<file path="src/rtl/cpu8_out_pkg.sv">
// ---------------------------------------------------------------------------
// cpu8_out_pkg
// Shared definitions for the CPU8 result-byte UART transmitter:
//   - txState_t     : serializer FSM state encoding (2 bits)
//   - DEF_CLKS_PER_BIT : default clocks per UART bit period
//   - DEF_FIFO_DEPTH   : default byte-buffer depth (power of two)
//   - FRAME_BITS       : bits per 8N1 frame (start + 8 data + stop)
// ---------------------------------------------------------------------------
package cpu8_out_pkg;

  typedef enum logic [1:0] {
    ST_IDLE  = 2'd0,
    ST_START = 2'd1,
    ST_DATA  = 2'd2,
    ST_STOP  = 2'd3
  } txState_t;

  localparam int DEF_CLKS_PER_BIT = 16;
  localparam int DEF_FIFO_DEPTH   = 8;
  localparam int FRAME_BITS       = 10;

endpackage

</file>
<file path="src/rtl/cpu8_out_fifo.sv">
// ---------------------------------------------------------------------------
// cpu8_out_fifo
// Synchronous byte FIFO with a registered occupancy count.
// Ports:
//   i_clk       : clock, rising edge
//   i_resetN    : asynchronous active-low reset (clears pointers and count)
//   i_push      : write i_pushData this edge (ignored while full)
//   i_pushData  : byte to write
//   i_pop       : advance the read pointer this edge (ignored while empty)
//   o_popData   : byte at the head of the FIFO (valid while not empty)
//   o_count     : number of bytes currently stored, 0..DEPTH
//   o_full      : o_count == DEPTH
//   o_empty     : o_count == 0
// ---------------------------------------------------------------------------
module cpu8_out_fifo
  import cpu8_out_pkg::*;
#(
  parameter  int DEPTH = DEF_FIFO_DEPTH,
  localparam int PW    = $clog2(DEPTH),
  localparam int CW    = $clog2(DEPTH + 1)
) (
  input  logic          i_clk,
  input  logic          i_resetN,
  input  logic          i_push,
  input  logic [7:0]    i_pushData,
  input  logic          i_pop,
  output logic [7:0]    o_popData,
  output logic [CW-1:0] o_count,
  output logic          o_full,
  output logic          o_empty
);

  logic [7:0]    r_mem [DEPTH];
  logic [PW-1:0] r_wrPtr;
  logic [PW-1:0] r_rdPtr;
  logic [CW-1:0] r_count;
  logic          w_doPush;
  logic          w_doPop;

  assign o_full    = (r_count == CW'(DEPTH));
  assign o_empty   = (r_count == '0);
  assign w_doPush  = i_push && !o_full;
  assign w_doPop   = i_pop && !o_empty;
  assign o_popData = r_mem[r_rdPtr];
  assign o_count   = r_count;

  // Storage array has no reset: stale contents are unreachable once the
  // pointers and count are cleared, so only the control state is reset.
  always_ff @(posedge i_clk) begin
    if (w_doPush) begin
      r_mem[r_wrPtr] <= i_pushData;
    end
  end

  // Pointers are exactly log2(DEPTH) bits so they wrap modulo DEPTH on
  // their own. A simultaneous push and pop leaves the count unchanged.
  always_ff @(posedge i_clk or negedge i_resetN) begin
    if (!i_resetN) begin
      r_wrPtr <= '0;
      r_rdPtr <= '0;
      r_count <= '0;
    end else begin
      if (w_doPush) begin
        r_wrPtr <= r_wrPtr + 1'b1;
      end
      if (w_doPop) begin
        r_rdPtr <= r_rdPtr + 1'b1;
      end
      case ({w_doPush, w_doPop})
        2'b10:   r_count <= r_count + 1'b1;
        2'b01:   r_count <= r_count - 1'b1;
        default: r_count <= r_count;
      endcase
    end
  end

endmodule

</file>
<file path="src/rtl/cpu8_out_uart.sv">
// ---------------------------------------------------------------------------
// cpu8_out_uart
// Buffers CPU8 result bytes in a small FIFO and serialises them as UART 8N1.
// Ports:
//   clk          : clock, rising edge
//   master_reset : asynchronous active-low reset; aborts any frame in flight
//   out_data     : result byte from the CPU
//   out_valid    : out_data is valid this cycle
//   out_ready    : FIFO can accept a byte (not full)
//   tx           : registered serial line, idle high
//   tx_busy      : serializer is in a frame (not IDLE)
//   fifo_count   : bytes currently buffered
//   overflow     : sticky; a byte arrived while full and was dropped
// ---------------------------------------------------------------------------
module cpu8_out_uart
  import cpu8_out_pkg::*;
#(
  parameter int CLKS_PER_BIT = DEF_CLKS_PER_BIT,
  parameter int FIFO_DEPTH   = DEF_FIFO_DEPTH
) (
  input  logic       clk,
  input  logic       master_reset,
  input  logic [7:0] out_data,
  input  logic       out_valid,
  output logic       out_ready,
  output logic       tx,
  output logic       tx_busy,
  output logic [3:0] fifo_count,
  output logic       overflow
);

  localparam int         CW            = $clog2(FIFO_DEPTH + 1);
  localparam logic [7:0] BAUD_LAST     = 8'(CLKS_PER_BIT - 1);
  // Index of the last data bit: frame minus start and stop bits, minus one.
  localparam logic [2:0] LAST_DATA_BIT = 3'(FRAME_BITS - 3);

  txState_t      r_state;
  logic [7:0]    r_baudCnt;
  logic [2:0]    r_bitIdx;
  logic [7:0]    r_shift;
  logic          r_tx;
  logic          r_overflow;

  logic          w_push;
  logic          w_pop;
  logic          w_full;
  logic          w_empty;
  logic          w_bitDone;
  logic [7:0]    w_head;
  logic [CW-1:0] w_count;

  // Acceptance uses the registered full flag, so a pop on the same edge
  // never makes room for a byte offered while full.
  assign w_push     = out_valid && !w_full;
  assign w_pop      = (r_state == ST_IDLE) && !w_empty;
  assign w_bitDone  = (r_baudCnt == BAUD_LAST);

  assign out_ready  = !w_full;
  assign tx         = r_tx;
  assign tx_busy    = (r_state != ST_IDLE);
  assign fifo_count = 4'(w_count);
  assign overflow   = r_overflow;

  cpu8_out_fifo #(
    .DEPTH (FIFO_DEPTH)
  ) u_fifo (
    .i_clk      (clk),
    .i_resetN   (master_reset),
    .i_push     (w_push),
    .i_pushData (out_data),
    .i_pop      (w_pop),
    .o_popData  (w_head),
    .o_count    (w_count),
    .o_full     (w_full),
    .o_empty    (w_empty)
  );

  // Serializer. tx is registered and updated on the same edge as each state
  // or bit change, so each line level is held for exactly CLKS_PER_BIT
  // cycles. In DATA the next bit is driven from shift[1] while shifting, so
  // the line always shows the bit that is at shift[0] after the edge.
  always_ff @(posedge clk or negedge master_reset) begin
    if (!master_reset) begin
      r_state   <= ST_IDLE;
      r_baudCnt <= '0;
      r_bitIdx  <= '0;
      r_shift   <= '0;
      r_tx      <= 1'b1;
    end else begin
      case (r_state)
        ST_IDLE: begin
          r_tx <= 1'b1;
          if (w_pop) begin
            r_shift   <= w_head;
            r_baudCnt <= '0;
            r_bitIdx  <= '0;
            r_tx      <= 1'b0;
            r_state   <= ST_START;
          end
        end
        ST_START: begin
          if (w_bitDone) begin
            r_baudCnt <= '0;
            r_bitIdx  <= '0;
            r_tx      <= r_shift[0];
            r_state   <= ST_DATA;
          end else begin
            r_baudCnt <= r_baudCnt + 1'b1;
          end
        end
        ST_DATA: begin
          if (w_bitDone) begin
            r_baudCnt <= '0;
            if (r_bitIdx == LAST_DATA_BIT) begin
              r_tx    <= 1'b1;
              r_state <= ST_STOP;
            end else begin
              r_tx     <= r_shift[1];
              r_shift  <= {1'b0, r_shift[7:1]};
              r_bitIdx <= r_bitIdx + 1'b1;
            end
          end else begin
            r_baudCnt <= r_baudCnt + 1'b1;
          end
        end
        ST_STOP: begin
          if (w_bitDone) begin
            r_baudCnt <= '0;
            r_state   <= ST_IDLE;
          end else begin
            r_baudCnt <= r_baudCnt + 1'b1;
          end
        end
        default: begin
          r_state <= ST_IDLE;
          r_tx    <= 1'b1;
        end
      endcase
    end
  end

  // Sticky drop flag: only a reset clears it.
  always_ff @(posedge clk or negedge master_reset) begin
    if (!master_reset) begin
      r_overflow <= 1'b0;
    end else if (out_valid && w_full) begin
      r_overflow <= 1'b1;
    end
  end

endmodule

</file>
<file path="config.mk">
export PLATFORM = sky130hd
export DESIGN_NAME = cpu8_out_uart
export DESIGN_NICKNAME = d
export VERILOG_FILES = /design/src/rtl/cpu8_out_pkg.sv /design/src/rtl/cpu8_out_fifo.sv /design/src/rtl/cpu8_out_uart.sv
export SDC_FILE = /design/constraint.sdc
export NUM_CORES = 1
export LEC_CHECK = 0
export ABC_AREA = 1
export BUFFER_PORTS_ARGS = -buffer_cell sky130_fd_sc_hd__buf_2
export CORE_MARGIN = 3
export CORE_UTILIZATION = 35
export DETAILED_ROUTE_END_ITERATION = 8
export MAX_ROUTING_LAYER = met4
export SETUP_SLACK_MARGIN = 0.1
export SYNTH_ARGS = -nofsm -noshare
export SYNTH_HDL_FRONTEND = slang
export SYNTH_HIERARCHICAL = 1
export SYNTH_SLANG_ARGS = --single-unit
</file>
<file path="constraint.sdc">
create_clock -name clk -period 4.29 [get_ports clk]
set_input_delay 0 -clock clk [delete_from_list [all_inputs] [get_ports clk]]
set_output_delay 0 -clock clk [all_outputs]
set_load 0.02 [all_outputs]
</file>
After elaboration in Yosys (flattened, before gate mapping)
Memories as Yosys holds them, arrays and structs flattened.
Index checks and enable logic that the tools add are counted.
{"block": "classes", "addsub": 6, "n_eq_ne": 14, "n_mux": 26, "n_reduce_logical": 18}
{"op": "2-to-1 mux 8 bit", "n": 5}
{"op": "one-hot mux 8 bit (2 select lines)", "n": 2}
{"op": "2-to-1 mux 3 bit", "n": 4}
{"op": "2-to-1 mux 2 bit", "n": 5}
{"op": "!= test 2 bit (second input constant)", "n": 5}
{"op": "AND reduction 5 bit", "n": 2}
{"op": "adder 3 x 1 -> 3 bit (second input constant)", "n": 3}
{"op": "one-hot mux 3 bit (3 select lines)", "n": 1}
{"op": "adder 8 x 1 -> 8 bit (second input constant)", "n": 1}
{"op": "== test 8 x 4 -> 1 bit (second input constant)", "n": 1}
{"op": "one-hot mux 2 bit (4 select lines)", "n": 1}
{"op": "one-hot mux 4 bit (2 select lines)", "n": 1}
{"op": "== test 2 bit (second input constant)", "n": 3}
{"op": "2-to-1 mux 1 bit", "n": 6}
{"op": "nonzero test 2 bit", "n": 3}
{"op": "logical AND 1 bit", "n": 5}
{"op": "adder 4 x 1 -> 4 bit (second input constant)", "n": 1}
{"op": "== test 2 x 1 -> 1 bit (second input constant)", "n": 2}
{"op": "== test 4 bit (second input constant)", "n": 1}
{"op": "zero test 4 bit", "n": 1}
{"op": "AND reduction 4 bit", "n": 1}
{"op": "subtractor 4 x 1 -> 4 bit (second input constant)", "n": 1}
{"op": "== test 3 bit (second input constant)", "n": 1}
{"op": "one-hot mux 1 bit (3 select lines)", "n": 1}
{"op": "other kinds (6)", "n": 7}
{"block": "word_totals", "register_bits": 33, "mem_bits_rw": 64, "in_bits": 11, "out_inout_bits": 8, "memories": 1}
{"memory": "u_fifo.r_mem", "depth": 8, "width": 8, "read_ports": 1, "rd_ports_with_merged_regs": 0, "write_ports": 1, "line": "cpu8_out_fifo.sv:33", "rtl": "logic [7:0] r_mem [DEPTH];"}

Depth between registers and ports, before layout
{"block": "depth", "word_depth": 6, "ltp_mapped": 15}

Hierarchy
Netlist, hierarchy kept.
{"mod": "cpu8_out_fifo", "n_inst": 1, "cells_per_inst": 357, "area_each_um2": 3399.5, "seq_area_each_um2": 2172.1}
{"mod": "cpu8_out_uart", "n_inst": 1, "cells_per_inst": 149, "area_each_um2": 1330.0, "seq_area_each_um2": 576.8}

Least setup slack after synthesis
Ideal clock, no wire load.
{"block": "synth_timing", "path_kind": "register -> register", "start": "reg r_state[0]", "end": "reg u_fifo.r_count[3] (netlist: u_fifo/o_count[3])", "setup_time_ps": 117, "arrival_time_ps": 2350, "required_ps": 4173, "slack_ps": 1823, "path_stages_with_launch": 15, "path_buffers": 0, "synth_period_minus_slack_ps": 2467, "path_cell_list": "dfrtp_1 > inv_1 > ha_1 > inv_1 > or2_2 > inv_1 > nand2_1 > inv_1 > ha_1 > ha_1 > or2_2 > nand2_1 > nand2_1 > nand3_1 > nand2_1"}
{"block": "synth_between", "elab_chain_cells": 5, "word_cells_on_any_way": 7, "cone_classes": "eq/ne (2); mux (1); reduce/logical (4)"}
{"item": "start: declaration", "line": "cpu8_out_uart.sv:37", "rtl": "txState_t r_state;"}
{"item": "start signal: assignment", "line": "cpu8_out_uart.sv:84", "rtl": "r_state <= ST_IDLE;"}
{"item": "start signal: assignment", "line": "cpu8_out_uart.sv:98", "rtl": "r_state <= ST_START;"}
{"item": "start signal: assignment", "line": "cpu8_out_uart.sv:106", "rtl": "r_state <= ST_DATA;"}
{"item": "zero test 2 bit (*)", "line": "cpu8_out_uart.sv:55", "rtl": "assign w_pop = (r_state == ST_IDLE) && !w_empty;"}
{"item": "logical AND 1 bit (*)", "line": "cpu8_out_uart.sv:55"}
{"item": "named net w_pop", "line": "cpu8_out_uart.sv:45", "rtl": "logic w_pop;"}
{"item": "logical AND 1 bit (*)", "line": "cpu8_out_fifo.sv:43", "rtl": "assign w_doPop = i_pop && !o_empty;"}
{"item": "named net u_fifo.w_doPop", "line": "cpu8_out_fifo.sv:38", "rtl": "logic w_doPop;"}
{"item": "== test 2 x 1 -> 1 bit / == test 2 bit (equally long branches)", "line": "cpu8_out_fifo.sv:69", "rtl": "case ({w_doPush, w_doPop})"}
{"item": "one-hot mux 4 bit (2 select lines) / nonzero test 2 bit (equally long branches)"}
{"item": "end signal: assignment", "line": "cpu8_out_fifo.sv:70", "rtl": "2'b10: r_count <= r_count + 1'b1;"}
{"item": "end signal: assignment", "line": "cpu8_out_fifo.sv:71", "rtl": "2'b01: r_count <= r_count - 1'b1;"}
{"item": "end signal: assignment", "line": "cpu8_out_fifo.sv:72", "rtl": "default: r_count <= r_count;"}
{"item": "end: declaration", "line": "cpu8_out_fifo.sv:36", "rtl": "logic [CW-1:0] r_count;"}
Mark *: on every way through the listed nets, which the timed path passes. The rest lies on a longest branch.
A chain may end at the register's enable or synchronous reset.

Worst setup path after layout
Ends and elaborated chain as after synthesis.

==> results.ini <==
[drt]
ant_nets = 0
drt_pre_antenna_iters = 4
drtIter0Drc = 191
wl_per_cell_um = 12.5
vias = 3161
routed_via_density = 4.44
wl_mm = 8.88
drc_errors = 0

[die]
ios = 19
start_util = 0.366
core_sq_mm = 0.0129
die_w_um = 122
rows = 41
die-area_sq_mm = 0.0149
die_h_um = 122

[timing]
final_max_slew_viol_count = 0
fin_tns_setup_ps = 0
setup_viol = 0
worst_hold_slack_ps = 263
hold_viol = 0
worst_pin_slew_ps = 1090
finalCriticalPeriod_ps = 2670
rsz0062_at_grt = false
max_freq_mhz = 375
relSlewSlack = 0.271
skew_ps = 6.99
finalCritPeriodShare = 0.622

[clocking]
hold_buffers = 10
cts_tree = yes
ctsLongestPathBuffers = 2
clk_pin_slew_ps = 70
clkSinkCount = 97
cts_htree_levels = 3
cts_buffers = 9
clk_latency_ps = 340
cts_setup_buffers = 0
post_cts_resize_count = 0
cts_root_buf = clkbuf_16

[yosys]
ys_seq_area_frac = 0.581
synthFlopType = edfxtp_1
synth_warnings = 6
syn_nets = 530
syn_inst = 506
synth.avg_cell_area_sq_um = 9.35
synth_edf_count = 64
ys_types = 35
async_reset_ff_frac = 0.340
synth_seq_cells = 97
syn_area_sq_mm = 0.00473

[final_layout]
layout-drive-gt1-share = 0.124
final_cell_mix = nand2_1 (163), nor2_1 (76), edfxtp_1 (64)
stdcell_area_sq_mm = 0.00537
final_common_cell = nand2_1
insertedDiodeCount = 0
nNetsFinal = 560
area_growth_pct = 13.6

[worst_setup_path]
regToRegStartpoint = r_state[0]
critical_path_class = flop to flop
reg2regPathDepth = 14
crit_required_ps = 4520
end_kind = flop
arrival_ps = 2900
r2r_end = u_fifo/o_count[3]
crit_path_start_kind = flop
reg2reg_setup_slack_ps = 1620
crit_fanout = 7

[power_and_ir_drop]
power_density_mw_per_mm2 = 697
leakage_nw = 2.44
irDropWorstVdd_mv = 0.280

[global_routing]
grt_use_total = 0.134
grt_max_degree = 67
grt_pass1_vias = 3082
antenna_found_initial = 0
grt_pass1_wl_mm = 15.0
grt_overflow = 0

[flow_run]
drv_cap = 0

[place]
place_congestion = 0.885
post_dp_cell_area_sq_mm = 0.00498
numPortBuffers = 18
dp_hpwl_mm = 5.88

[outcome]
outcome = complete, no violations

[min_path]
hold_class = input pin to asynchronous set/reset pin

[worst max-delay path by stage]
| stage | start | to | slack, ps | cells past startpoint |
|---|---|---|---|---|
| final | r_state[0] | u_fifo/o_count[3] | 1620 | 14 |
| after global routing | r_state[0] | u_fifo/o_count[3] | 1440 | 14 |
| after floorplan | r_state[0] | u_fifo/o_count[3] | 1820 | 14 |
| after CTS | r_state[0] | u_fifo/o_count[3] | 1630 | 14 |
| after global placement | r_state[0] | u_fifo/o_count[3] | 1780 | 14 |
| after detailed placement | r_state[0] | u_fifo/o_count[3] | 1640 | 14 |
[registers in the layout, indices dropped and copies added (netlist names)]
name	count
r_state	2
u_fifo/r_wrPtr	3
r_shift	8
u_fifo/o_count	4
u_fifo/r_mem	64
tx	1
overflow	1
r_bitIdx	3
u_fifo/r_rdPtr	3
r_baudCnt	8
[Yosys cell counts (5+ instances only)]
cell | n | area (sq um)
buf_2 | 5 | 25.0
buf_6 | 5 | 56.3
dfrtp_1 | 32 | 801
edfxtp_1 | 64 | 1920
ha_1 | 12 | 150
inv_1 | 62 | 233
mux2i_1 | 6 | 60.1
nand2_1 | 163 | 612
nand2_2 | 6 | 37.5
nand3_1 | 10 | 50.1
nand4_1 | 6 | 37.5
nor2_1 | 76 | 285
nor3_1 | 8 | 40.0
o21ai_0 | 11 | 55.1
o21ai_2 | 7 | 61.3
xnor2_1 | 5 | 43.8
[per-stage QoR]
step | power (mW) | utilization | instances | setup slack (ps)
2_1_floorplan | 2.64 | - | 506 | 1820
3_3_place_gp | 2.91 | 0.385 | 687 | 1780
6_report | 3.74 | 0.416 | 712 | 1620
4_1_cts | 3.79 | 0.416 | 712 | 1630
3_5_place_dp | 2.97 | 0.385 | 687 | 1640
5_1_grt | 4.06 | 0.416 | 712 | 1440
[power by group]
group	switching, mW	internal (mW)
sequential	0.249	1.23
clock	0.348	0.453
combinational	0.916	0.551
[routing by layer]
metal	GRT usage	vias up	part of all wire
li1	-	1654	-
met1	0.156	1455	0.44
met2	0.229	50	0.52
met3	0.0350	2	0.035
met4	0.0420	0	0.0068
met5	-	-	0
[cell families (layout without fill, tap and decap cells)]
group,after synthesis,count (layout),synth area share
muxes,6,6,0.0127
and+or+nand+nor,277,277,0.239
AOI/OAI and AO/OA,28,28,0.0431
buffers and inverters,77,111,0.0727
adders and majority gates,13,13,0.0360
DFF,97,97,0.581
xor gates and xnor gates,8,8,0.0148
[critical path, stage by stage, from the launching register on]
cell and delay (ps):
dfrtp_1 420, inv_1 100, ha_1 230, inv_1 160
or2_2 320, inv_1 60, nand2_1 110, inv_1 100
ha_1 210, ha_1 270, or2_2 300, nand2_1 80
nand2_1 50, nand3_1 90, nand2_1 70
[final cells by class]
type | instances | area [sq um]
multi-input combinational | 332 | 1650
fill | 1273 | 7550
clock inverter | 6 | 66.3
inverter | 63 | 236
clock buffer | 9 | 225
sequential | 97 | 2750
tap | 172 | 215
timing repair buffer | 33 | 228
(Power assumes the default switching activity.)
